### src/rtl/comb_decim_ctrl_if.sv
// Bundle of configuration, sample-stream, comb-datapath and status signals for comb_decim_ctrl.
// The controller uses the slave view; the environment driving samples and hosting the datapath uses master.
interface comb_decim_ctrl_if #(
    parameter int DATA_W  = 8,
    parameter int OUT_W   = 17,
    parameter int RATIO_W = 5
);
    logic                      cfg_en;
    logic        [RATIO_W-1:0] cfg_ratio;
    logic                      in_valid;
    logic signed [DATA_W-1:0]  in_data;
    logic                      in_ready;
    logic signed [DATA_W-1:0]  comb_in;
    logic signed [OUT_W-1:0]   comb_out;
    logic                      out_valid;
    logic signed [OUT_W-1:0]   out_data;
    logic                      busy;
    logic                      cfg_err;
    logic        [15:0]        out_cnt;

    modport master (
        output cfg_en, cfg_ratio, in_valid, in_data, comb_out,
        input  in_ready, comb_in, out_valid, out_data, busy, cfg_err, out_cnt
    );

    modport slave (
        input  cfg_en, cfg_ratio, in_valid, in_data, comb_out,
        output in_ready, comb_in, out_valid, out_data, busy, cfg_err, out_cnt
    );
endinterface

### src/rtl/comb_decim_ctrl.sv
// Decimation controller for an external pipelined comb datapath: accepts samples, zero-stuffs
// bubbles, tracks samples through the datapath with a tag pipe and emits every R-th result.
module comb_decim_ctrl #(
    parameter int DATA_W   = 8,
    parameter int OUT_W    = 17,
    parameter int PIPE_LAT = 3,
    parameter int RATIO_W  = 5
) (
    input  logic              clk,
    input  logic              rst_n,
    comb_decim_ctrl_if.slave  bus
);
    localparam int TAG_D = PIPE_LAT + 1;

    typedef enum logic [1:0] {
        IDLE  = 2'd0,
        RUN   = 2'd1,
        DRAIN = 2'd2
    } state_t;

    state_t                    state_reg, state_next;
    logic        [RATIO_W-1:0] ratio_reg, ratio_next;
    logic        [RATIO_W-1:0] phase_reg, phase_next;
    logic        [TAG_D-1:0]   tag_reg, tag_next;
    logic signed [DATA_W-1:0]  comb_in_reg, comb_in_next;
    logic signed [OUT_W-1:0]   out_data_reg, out_data_next;
    logic                      out_valid_reg, out_valid_next;
    logic                      cfg_err_reg, cfg_err_next;
    logic        [15:0]        out_cnt_reg, out_cnt_next;

    logic ratio_legal;
    logic start;
    logic drain_done;
    logic accept;
    logic tag_hit;
    logic phase_last;
    logic emit;

    assign ratio_legal = (bus.cfg_ratio >= RATIO_W'(2)) && (bus.cfg_ratio <= RATIO_W'(16));
    assign accept      = bus.in_valid && (state_reg == RUN);
    assign tag_hit     = tag_reg[PIPE_LAT];
    assign phase_last  = (phase_reg == (ratio_reg - RATIO_W'(1)));
    assign emit        = tag_hit && phase_last;

    // ------------------------------------------------------------------
    // Control FSM
    // ------------------------------------------------------------------
    always_ff @(posedge clk or negedge rst_n) begin
        if (!rst_n) begin
            state_reg   <= IDLE;
            cfg_err_reg <= 1'b0;
            ratio_reg   <= '0;
        end else begin
            state_reg   <= state_next;
            cfg_err_reg <= cfg_err_next;
            ratio_reg   <= ratio_next;
        end
    end

    always_comb begin
        state_next   = state_reg;
        cfg_err_next = cfg_err_reg;
        ratio_next   = ratio_reg;
        start        = 1'b0;
        drain_done   = 1'b0;
        case (state_reg)
            IDLE: begin
                if (bus.cfg_en) begin
                    if (ratio_legal) begin
                        state_next   = RUN;
                        start        = 1'b1;
                        cfg_err_next = 1'b0;
                        ratio_next   = bus.cfg_ratio;
                    end else begin
                        cfg_err_next = 1'b1;
                    end
                end
            end
            RUN: begin
                if (!bus.cfg_en) begin
                    state_next = DRAIN;
                end
            end
            DRAIN: begin
                // Leave only once every sample in flight has reached the phase logic.
                if (tag_reg == '0) begin
                    state_next = IDLE;
                    drain_done = 1'b1;
                end
            end
            default: begin
                state_next = IDLE;
            end
        endcase
    end

    // ------------------------------------------------------------------
    // Tag pipe: bit gi follows the sample that entered comb_in gi edges ago
    // ------------------------------------------------------------------
    genvar gi;
    generate
        for (gi = 0; gi < TAG_D; gi++) begin : g_tag
            if (gi == 0) begin : g_head
                assign tag_next[gi] = accept;
            end else begin : g_body
                assign tag_next[gi] = tag_reg[gi-1];
            end
        end
    endgenerate

    // ------------------------------------------------------------------
    // Sample path, phase counter and output registers
    // ------------------------------------------------------------------
    always_comb begin
        comb_in_next   = accept ? bus.in_data : '0;
        phase_next     = phase_reg;
        out_valid_next = emit;
        out_data_next  = emit ? bus.comb_out : out_data_reg;
        out_cnt_next   = out_cnt_reg;

        if (start || drain_done) begin
            phase_next = '0;
        end else if (tag_hit) begin
            phase_next = phase_last ? '0 : (phase_reg + RATIO_W'(1));
        end

        if (start) begin
            out_cnt_next = '0;
        end else if (emit && (out_cnt_reg != 16'hFFFF)) begin
            out_cnt_next = out_cnt_reg + 16'd1;
        end
    end

    always_ff @(posedge clk or negedge rst_n) begin
        if (!rst_n) begin
            tag_reg       <= '0;
            comb_in_reg   <= '0;
            phase_reg     <= '0;
            out_valid_reg <= 1'b0;
            out_data_reg  <= '0;
            out_cnt_reg   <= '0;
        end else begin
            tag_reg       <= tag_next;
            comb_in_reg   <= comb_in_next;
            phase_reg     <= phase_next;
            out_valid_reg <= out_valid_next;
            out_data_reg  <= out_data_next;
            out_cnt_reg   <= out_cnt_next;
        end
    end

    assign bus.in_ready  = (state_reg == RUN);
    assign bus.busy      = (state_reg != IDLE);
    assign bus.comb_in   = comb_in_reg;
    assign bus.out_valid = out_valid_reg;
    assign bus.out_data  = out_data_reg;
    assign bus.cfg_err   = cfg_err_reg;
    assign bus.out_cnt   = out_cnt_reg;

endmodule
### src/flat_wrapper.sv
// flat-port wrapper written by rule: the top's interface ports become plain ports
module comb_decim_ctrl_flat 
#(
    parameter int DATA_W   = 8,
    parameter int OUT_W    = 17,
    parameter int PIPE_LAT = 3,
    parameter int RATIO_W  = 5
)
  (clk, rst_n, bus_cfg_en, bus_cfg_ratio, bus_in_valid, bus_in_data, bus_comb_out, bus_in_ready, bus_comb_in, bus_out_valid, bus_out_data, bus_busy, bus_cfg_err, bus_out_cnt);
  comb_decim_ctrl_if #(.DATA_W(DATA_W), .OUT_W(OUT_W), .RATIO_W(RATIO_W)) bus_i ();
  input  logic clk;
  input  logic rst_n;
  input wire logic [$bits(bus_i.cfg_en)-1:0] bus_cfg_en;
  input wire logic [$bits(bus_i.cfg_ratio)-1:0] bus_cfg_ratio;
  input wire logic [$bits(bus_i.in_valid)-1:0] bus_in_valid;
  input wire logic [$bits(bus_i.in_data)-1:0] bus_in_data;
  input wire logic [$bits(bus_i.comb_out)-1:0] bus_comb_out;
  output wire logic [$bits(bus_i.in_ready)-1:0] bus_in_ready;
  output wire logic [$bits(bus_i.comb_in)-1:0] bus_comb_in;
  output wire logic [$bits(bus_i.out_valid)-1:0] bus_out_valid;
  output wire logic [$bits(bus_i.out_data)-1:0] bus_out_data;
  output wire logic [$bits(bus_i.busy)-1:0] bus_busy;
  output wire logic [$bits(bus_i.cfg_err)-1:0] bus_cfg_err;
  output wire logic [$bits(bus_i.out_cnt)-1:0] bus_out_cnt;
  assign bus_i.cfg_en = bus_cfg_en;
  assign bus_i.cfg_ratio = bus_cfg_ratio;
  assign bus_i.in_valid = bus_in_valid;
  assign bus_i.in_data = bus_in_data;
  assign bus_i.comb_out = bus_comb_out;
  assign bus_in_ready = bus_i.in_ready;
  assign bus_comb_in = bus_i.comb_in;
  assign bus_out_valid = bus_i.out_valid;
  assign bus_out_data = bus_i.out_data;
  assign bus_busy = bus_i.busy;
  assign bus_cfg_err = bus_i.cfg_err;
  assign bus_out_cnt = bus_i.out_cnt;
  comb_decim_ctrl #(.DATA_W(DATA_W), .OUT_W(OUT_W), .PIPE_LAT(PIPE_LAT), .RATIO_W(RATIO_W)) u_core (.clk(clk), .rst_n(rst_n), .bus(bus_i));
endmodule
### config.mk
export PLATFORM = sky130hd
export DESIGN_NAME = comb_decim_ctrl_flat
export DESIGN_NICKNAME = d
export VERILOG_FILES = /design/src/rtl/comb_decim_ctrl_if.sv /design/src/rtl/comb_decim_ctrl.sv /design/src/flat_wrapper.sv
export SDC_FILE = /design/constraint.sdc
export NUM_CORES = 1
export LEC_CHECK = 0
export BUFFER_PORTS_ARGS = -buffer_cell sky130_fd_sc_hd__buf_2
export CAP_MARGIN = 40
export CORE_ASPECT_RATIO = 0.75
export CORE_MARGIN = 4
export CORE_UTILIZATION = 25
export DETAILED_ROUTE_END_ITERATION = 10
export PLACE_DENSITY = 0.54
export SYNTH_ARGS = -nofsm -noshare
export SYNTH_HDL_FRONTEND = slang
export SYNTH_SLANG_ARGS = --single-unit
### constraint.sdc
create_clock -name clk -period 2.41 [get_ports clk]
set_input_delay 0.482 -clock clk [delete_from_list [all_inputs] [get_ports clk]]
set_output_delay 0.482 -clock clk [all_outputs]
set_load 0.02 [all_outputs]
==> results_dict.tcl <==
set metrics [dict create \
    crit_required_ps 2620 \
    crit_start "u_core.ratio_reg[0]" \
    wl_per_cell_um 13.7 \
    grt_usage 0.118 \
    ys_types 37 \
    largest_register_ffs 17 \
    r2r_setup_slack_ps -40 \
    r2r-end "u_core.bus.out_cnt[14]" \
    portBuffers 78 \
    layout.nets 406 \
    dieArea_um2 12400 \
    ioPinCount 79 \
    fill_cells 1080 \
    drt-initial-drc-count 129 \
    root_buffer "clkbuf_16" \
    violations "setup timing" \
    crit_type "reg2reg" \
    arrival_ps 2660 \
    final.period_utilization 1.02 \
    post-place-ws_ps -50.1 \
    finalInstanceArea_um2 3690 \
    final_hold_viol_count 0 \
    tns_ps -57.4 \
    fmax_ghz 0.408 \
    fin_util 0.357 \
    avgSynthCellArea_um2 9.56 \
    antenna_found_initial 0 \
    clk_pin_slew_ps 50 \
    clock_sinks 59 \
    grt_pass1_wl_um 11700 \
    synth_area_leader_cell "dfrtp_1" \
    min_path_type "in2async" \
    yosysSeqAreaShare 0.555 \
    grt_pass1_vias 2369 \
    switching_share 0.319 \
    yosysMostFrequentCell "nand2_1" \
    whs_ps 150 \
    ys_seq_elements 59 \
    p_int_mw 2.55 \
    remaining_drc_errors 0 \
    use_met1 0.153 \
    numCtsBuffers 9 \
    relSlewSlack 0.615 \
    skew_ps 6.91 \
    cp-start-kind "register" \
    p_clk_frac 0.379 \
    finalMaxSlewViolations 0 \
    synth_common_cells "nand2_1, dfrtp_1, a21oi_1" \
    synth_flop_cell "dfrtp_1" \
    status "finished, violations left" \
    ys_async_sr_fraction 1.00 \
    htreeDepth 3 \
    r2r_cells 8 \
    critPathCaptureType "register" \
    clk_latency_ps 330 \
    synth.area.top_cells "dfrtp_1, nand2_1, a21oi_1" \
    grt_overflow 0 \
    synthesis.area_um2 2660 \
    postRouteAntennaNets 0 \
    pwr-share-seq 0.364 \
    comb_power_share 0.258 \
    initial_utilization 0.257 \
    die_x_um 127 \
    drv_cap 0 \
    p_leak_nw 1.78 \
    row_count 32 \
    syn_nets 315 \
    power_density_nw_per_um2 1020 \
    die_h_um 97.3 \
    drive_above_1_share 0.313 \
    avgViaCountPerCell 4.59 \
    place_area_um2 3260 \
    power.switching_mw 1.20 \
    place_congestion 0.819 \
    cp_max_fo 13 \
    antenna_cells 0 \
    period_needed_ps 2450 \
    tightest_slew_ps 563 \
    use_met2 0.181 \
    worst_slack_ps -39.2 \
    syn_to_final_growth_pct 38.7 \
    vdd.ir_drop.worst_mv 0.380 \
    synth_enable_flop_cells 0 \
    hpwl_um 4840 \
    clock_path_buffers 2 \
    grt_start_max_net_pins 60 \
    cts_tree "done" \
    drt_wl_total_um 6990 \
    core_um2 10300 \
    top_usage_layer "met2" \
    setup_violations 4 \
    dr.pass1.iters 4 \
    synth_top_area_share 0.555 \
    globalRouteMet3Util 0.0423 \
    reg2reg_from "u_core.ratio_reg[0]" \
    critPathCapture "u_core.bus.out_cnt[14]" \
    yosys_warnings 0 \
    netlist_instances 278 \
    rsz0062_at_grt "yes" \
    vias 2340 \
]
-- area by class of cell --
class / count / area (um2) / share of cell area
clock buffer: 11 / 253 / 0.0685
clock inverter: 5 / 85.1 / 0.0231
inverter: 11 / 45.0 / 0.0122
multi-input combinational: 198 / 1120 / 0.304
sequential: 59 / 1480 / 0.400
tap: 136 / 170 / 0.0461
timing repair buffer: 90 / 539 / 0.146
-- metal layers --
metal | up-vias | part of all wire
li1 | 1154 | -
met1 | 1113 | 0.49
met2 | 60 | 0.44
met3 | 13 | 0.055
met4 | 0 | 0.015
met5 | - | 0
-- cell families (layout without fill, tap and decap cells) --
kind of cell,Yosys count,after routing,share of synthesized area
xor+xnor,8,8,0.0264
compound gates,46,46,0.107
fa+ha+maj,3,3,0.0141
buf+inv,21,117,0.0329
mux,3,3,0.0113
flops,59,59,0.555
simple gates,138,138,0.253
-- power groups by stage --
stage                     clock network (mW)  registers (mW)  logic (mW)
after floorplan                            0            1.54       0.413
after global placement                     0            1.37       0.923
after detailed placement                   0            1.37       0.955
after CTS                               1.47            1.37       0.969
after global routing                    1.52            1.40        1.08
final                                   1.42            1.36       0.967
-- worst min-delay path by stage --
stage	startpoint	endpoint	slack, ps	depth (start not counted)
after floorplan	rst_n	u_core.bus.cfg_err	190	0
after global placement	u_core.tag_reg[2]	u_core.tag_reg[3]	360	0
after detailed placement	u_core.tag_reg[2]	u_core.tag_reg[3]	370	0
after CTS	rst_n	u_core.bus.out_cnt[7]	170	2
after global routing	rst_n	u_core.bus.out_cnt[9]	180	2
final	rst_n	u_core.bus.out_cnt[7]	150	2
-- layout by cell type, fill, tap and decap left out, types with 5 or more instances in the layout --
cell type	instances
a21oi_1	12
a21oi_2	5
and3_1	12
buf_2	78
buf_4	7
clkbuf_16	10
dfrtp_1	59
inv_1	8
nand2_1	72
nand3_1	8
nand4_1	5
nor2_1	9
o21ai_0	11
o31ai_1	9
or3_1	5
or4_1	9
xnor2_1	5
-- critical path, stage by stage, from the launching register on --
cell	delay (ps)
dfrtp_1	390
inv_2	70
ha_2	270
xnor2_1	120
a211o_1	310
a2111o_1	360
buf_12	170
or4_1	450
and3_1	200
-- what timing repair did --
action	4_1_cts	5_1_grt
buffers inserted	1	2
hold buffers	0	0
resized for setup	4	7
endpoints found under the setup margin	9	29
gates cloned	0	1
pin swaps	0	2
-- stage by stage --
stage / power, mW / cells
after floorplan: 1.95 / 278
after global placement: 2.29 / 490
after detailed placement: 2.32 / 490
after CTS: 3.81 / 507
after global routing: 3.99 / 510
final: 3.75 / 510
(Power assumes the default switching activity.)
